### src/rtl/register_bank_param.sv
`default_nettype none
// ============================================================================
// Module      : register_bank_param
// Description : Parametrised 2-read / 1-write register bank with optional
//               hardwired-zero register 0, same-cycle write-to-read bypass
//               and a sequential bulk-clear engine (busy/done handshake).
// Revision    : 1.0 - initial release
// ============================================================================
module register_bank_param #(
    parameter int WIDTH    = 8,
    parameter int DEPTH    = 8,
    parameter int ZERO_REG = 1,
    parameter int BYPASS   = 1,
    localparam int AW      = $clog2(DEPTH)
) (
    input  logic             clk,
    input  logic             rst,
    input  logic             we3,
    input  logic [AW-1:0]    wa3,
    input  logic [WIDTH-1:0] wd3,
    input  logic [AW-1:0]    ra1,
    input  logic [AW-1:0]    ra2,
    output logic [WIDTH-1:0] rd1,
    output logic [WIDTH-1:0] rd2,
    input  logic             clr_start,
    output logic             clr_busy,
    output logic             clr_done,
    output logic             wr_err
);

    // Depth extended by one bit so addresses can be range-checked even when
    // DEPTH is an exact power of two.
    localparam logic [AW:0]   c_DEPTH   = (AW + 1)'(DEPTH);
    localparam logic [AW-1:0] c_LAST    = AW'(DEPTH - 1);
    localparam bit            c_ZERO_EN = (ZERO_REG != 0);
    localparam bit            c_BYP_EN  = (BYPASS != 0);

    typedef enum logic [0:0] {
        ST_IDLE  = 1'b0,
        ST_CLEAR = 1'b1
    } state_t;

    state_t           r_state;
    state_t           w_state_next;
    logic [AW-1:0]    r_ptr;
    logic [AW-1:0]    w_ptr_next;
    logic             r_clr_done;
    logic             w_clr_done_next;
    logic             r_wr_err;
    logic             w_wr_err_next;
    logic [WIDTH-1:0] r_regs [DEPTH];

    logic w_idle;
    logic w_wa_ignored;
    logic w_wr_commit;
    logic w_byp1;
    logic w_byp2;
    logic w_ra1_masked;
    logic w_ra2_masked;

    // A write only lands (and only forwards) when the bank is idle and the
    // address names a real, writable register.
    assign w_idle       = (r_state == ST_IDLE);
    assign w_wa_ignored = ({1'b0, wa3} >= c_DEPTH) || (c_ZERO_EN && (wa3 == '0));
    assign w_wr_commit  = w_idle && we3 && !w_wa_ignored;

    assign w_byp1       = c_BYP_EN && w_wr_commit && (wa3 == ra1);
    assign w_byp2       = c_BYP_EN && w_wr_commit && (wa3 == ra2);
    assign w_ra1_masked = ({1'b0, ra1} >= c_DEPTH) || (c_ZERO_EN && (ra1 == '0));
    assign w_ra2_masked = ({1'b0, ra2} >= c_DEPTH) || (c_ZERO_EN && (ra2 == '0));

    assign rd1 = w_byp1 ? wd3 : (w_ra1_masked ? '0 : r_regs[ra1]);
    assign rd2 = w_byp2 ? wd3 : (w_ra2_masked ? '0 : r_regs[ra2]);

    assign clr_busy = (r_state == ST_CLEAR);
    assign clr_done = r_clr_done;
    assign wr_err   = r_wr_err;

    // Register array: clear engine has priority, otherwise accept the write.
    always_ff @(posedge clk or negedge rst) begin
        if (!rst) begin
            for (int i = 0; i < DEPTH; i++) begin
                r_regs[i] <= '0;
            end
        end else if (r_state == ST_CLEAR) begin
            r_regs[r_ptr] <= '0;
        end else if (w_wr_commit) begin
            r_regs[wa3] <= wd3;
        end
    end

    // Clear FSM state, pointer and registered status pulses.
    always_ff @(posedge clk or negedge rst) begin
        if (!rst) begin
            r_state    <= ST_IDLE;
            r_ptr      <= '0;
            r_clr_done <= 1'b0;
            r_wr_err   <= 1'b0;
        end else begin
            r_state    <= w_state_next;
            r_ptr      <= w_ptr_next;
            r_clr_done <= w_clr_done_next;
            r_wr_err   <= w_wr_err_next;
        end
    end

    // Next-state logic: walk the pointer once over the array, ignore
    // clr_start while clearing, and flag any write that arrives meanwhile.
    always_comb begin
        w_state_next    = r_state;
        w_ptr_next      = r_ptr;
        w_clr_done_next = 1'b0;
        w_wr_err_next   = 1'b0;
        case (r_state)
            ST_IDLE: begin
                if (clr_start) begin
                    w_state_next = ST_CLEAR;
                    w_ptr_next   = '0;
                end
            end
            ST_CLEAR: begin
                w_wr_err_next = we3;
                if (r_ptr == c_LAST) begin
                    w_state_next    = ST_IDLE;
                    w_ptr_next      = '0;
                    w_clr_done_next = 1'b1;
                end else begin
                    w_ptr_next = r_ptr + 1'b1;
                end
            end
            default: begin
                w_state_next = ST_IDLE;
                w_ptr_next   = '0;
            end
        endcase
    end

endmodule
`default_nettype wire

### config.mk
export PLATFORM = sky130hd
export DESIGN_NAME = register_bank_param
export DESIGN_NICKNAME = d
export VERILOG_FILES = /design/src/rtl/register_bank_param.sv
export SDC_FILE = /design/constraint.sdc
export NUM_CORES = 1
export LEC_CHECK = 0
export ABC_AREA = 1
export BUFFER_PORTS_ARGS = -buffer_cell sky130_fd_sc_hd__buf_4
export CAP_MARGIN = 20
export CORE_UTILIZATION = 45
export CTS_CLUSTER_DIAMETER = 30
export DETAILED_ROUTE_END_ITERATION = 12
export HOLD_SLACK_MARGIN = 0.02
export SYNTH_ARGS = -nofsm -noshare
export SYNTH_HDL_FRONTEND = slang
export SYNTH_SLANG_ARGS = --single-unit
### constraint.sdc
create_clock -name clk -period 3.7 [get_ports clk]
set_input_delay 0.37 -clock clk [delete_from_list [all_inputs] [get_ports clk]]
set_output_delay 0.37 -clock clk [all_outputs]
set_load 0.02 [all_outputs]
==> out/metrics.yaml <==
pwr:
  pwr-share-comb_pct: 38.4
  p_clk_share_pct: 22.7
  p_per_area_nw_per_um2: 542
  power_mw: 2.76
  switching_share_pct: 41.8
  ir_worst_vdd_mv: 0.417
  power_frac_seq_pct: 38.9
  p_int_mw: 1.61
  p_leak_nw: 2.83
  power.net_switching_mw: 1.15
clock_tree:
  htreeDepth: 3
  holdBufCountCts: 0
  cts_root_buf: "clkbuf_8"
  clk_path_buf_depth: 2
  cts_resized: 0
  cts_buffers: 9
  clk_pin_slew_ns: 0.09
  cts_tree: "yes"
  numClockSinks: 70
  postCtsSetupBuffers: 0
  clock_latency_ns: 0.36
sta:
  setup_tns_ns: 0
  hold_viol: 0
  worst_pin_slew_ns: 0.892
  period_share_pct: 70.2
  setup_viol: 0
  slew_headroom_pct: 40.5
  fin_crit_ns: 2.60
  clock.fmax_ghz: 0.385
  rsz0062_at_grt: "no"
  maxSlewViolCount: 0
  fin_ws_ns: 1.10
  fin_skew_ns: 0.00948
placed_design:
  hpwlAfterDp_um: 10800
  place_ws_ns: 1.18
  gp_congestion: 0.974
  io_buffers: 39
hold_path:
  hold_path.class: "in -> async"
global_route:
  grt_usage_pct: 31.2
  antenna_found_initial: 0
  grt_pass1_vias: 4431
  grt_first_pass_wirelength_um: 23900
  gr-total-overflow: 0
  grt_max_degree: 71
synth:
  synthTopCellsByArea: "dfrtp_1, nand2_1, nand3_1, inv_1, o21ai_0"
  synth_warnings: 0
  ys_seq_area_share_pct: 38.0
  netlist_area_sq_um: 4610
  synth-seq-cells: 70
  syn_inst: 688
  syn_nets: 711
  synth_top_area_cell: "dfrtp_1"
  yosysTopAreaCellShare_pct: 38.0
  syn_avg_cell_area_sq_um: 6.70
  yosysUniqueCellTypes: 29
final_layout:
  fillers: 1030
  layout-drive-gt1-share_pct: 10.7
  register_area_sq_um: 1750
  syn_to_final_growth_pct: 10.5
  fin_nets: 731
  antenna_cells: 0
  multi_input_area_sq_um: 2310
  fin_util_pct: 51.6
floorplanning:
  floorplan.initialDensity_pct: 46.7
  die_h_um: 103
  die_x_um: 103
  ios: 40
  die_area_sq_um: 10700
  rows: 36
  core_sq_um: 9860
route:
  drc: 0
  num_vias: 4575
  dr.pass1.iters: 4
  ant_nets: 0
  wire_per_inst_um: 17.8
  drt_iter0_markers: 367
  drt-total-wl_um: 15000
  vias_per_cell: 5.42
setup_path:
  cp_slowest_stage_delay_ns: 0.50
  cp.arrival_ns: 2.23
  path_cells: "inv_1 > nand2_4 > a21oi_4 > nand3_4 > nand3_1 > nand2_1 > buf_4"
  slowest_stage: "a21oi_4"
  r2r_setup_slack_ns: 1.97
  path_class: "reg -> out"
  cp-start-kind: "flip-flop"
  worstPathRequired_ns: 3.33
  crit_fanout: 18
  setup.worst_path.end_class: "output port"
run:
  max_cap_viol_count: 0
run_status:
  run_status: "completed"
kinds of logic (layout without fill, tap and decap cells):
| kind of cell | count (synthesis) | in the layout | share of synthesized area, % |
|---|---|---|---|
| simple gates | 421 | 421 | 41.5 |
| buf+inv | 131 | 154 | 11.9 |
| flops | 70 | 70 | 38.0 |
| compound gates | 60 | 60 | 6.98 |
| xor+xnor | 4 | 4 | 1.09 |
| fa+ha+maj | 2 | 2 | 0.543 |
worst max-delay path, delay by kind of cell (launching register included):
family                 cells  cell delay [ns]
AOI/OAI and AO/OA          1             0.50
buffers and inverters      2             0.32
and+or+nand+nor            4             0.54
DFF                        1             0.49
per-layer routing:
layer	track usage [%]	wire (um)
met4	15.8	672
met2	50.3	7090
met1	41.1	6460
met3	4.50	812
met5	0	0
flip-flops by register name (all words and copies together) (netlist names):
| signal | flops |
|---|---|
| r_ptr | 3 |
| clr_done | 1 |
| clr_busy | 1 |
| wr_err | 1 |
| r_regs | 64 |
metrics by stage:
stage	instances	instance area (sq um)	hold slack (ns)
3_3_place_gp	830	4910	0.452
3_5_place_dp	830	4910	0.456
4_1_cts	844	5090	0.166
5_1_grt	844	5090	0.211
6_report	844	5090	0.129
2_1_floorplan	688	4610	0.0744
final cells by class:
cell class	instances	share of cell area [%]
Clock buffer	10	2.70
Clock inverter	4	0.958
Inverter	99	7.34
Multi-Input combinational cell	487	45.3
Sequential cell	70	34.4
Tap cell	133	3.27
Timing Repair Buffer	41	6.04
synth_stat cells (all sizes together):
cell type / instances
nand3: 142
a21oi: 1
inv: 97
o21ai: 51
ha: 2
o22ai: 8
nand2: 252
clkinv: 2
buf: 26
nand4: 16
nor2: 11
xor2: 2
xnor2: 2
dfrtp: 70
clkbuf: 6
worst paths after layout:
| path | cells past startpoint | startpoint | to |
|---|---|---|---|
| hold reg to reg | 2 | r_regs[59] | r_regs[59] |
| max in group asynchronous | 1 | rst | r_regs[22] |
| setup reg to reg | 6 | clr_busy | r_regs[53] |
| min in group clk | 3 | we3 | wr_err |
| hold / removal | 1 | rst | r_regs[57] |
| setup / recovery | 7 | clr_busy | rd1[7] |
placed cells by master (no fill, tap or decap), drive strengths merged:
| cell | instances |
|---|---|
| bufinv | 1 |
| xor2 | 2 |
| nor2 | 11 |
| o22ai | 8 |
| xnor2 | 2 |
| o21ai | 51 |
| nand3 | 142 |
| nand2 | 252 |
| clkinv | 5 |
| nand4 | 16 |
| buf | 41 |
| a21oi | 1 |
| dfrtp | 70 |
| ha | 2 |
| clkbuf | 10 |
| inv | 97 |
power by group through the flow:
stage,Clock (mW),Sequential [mW],Combinational (mW)
detailed placement,0,1.09,1.05
CTS,0.640,1.07,1.05
global route,0.670,1.10,1.19
finish,0.628,1.07,1.06
global placement,0,1.08,1.05
floorplan,0,1.06,0.727
(Power assumes the default switching activity.)
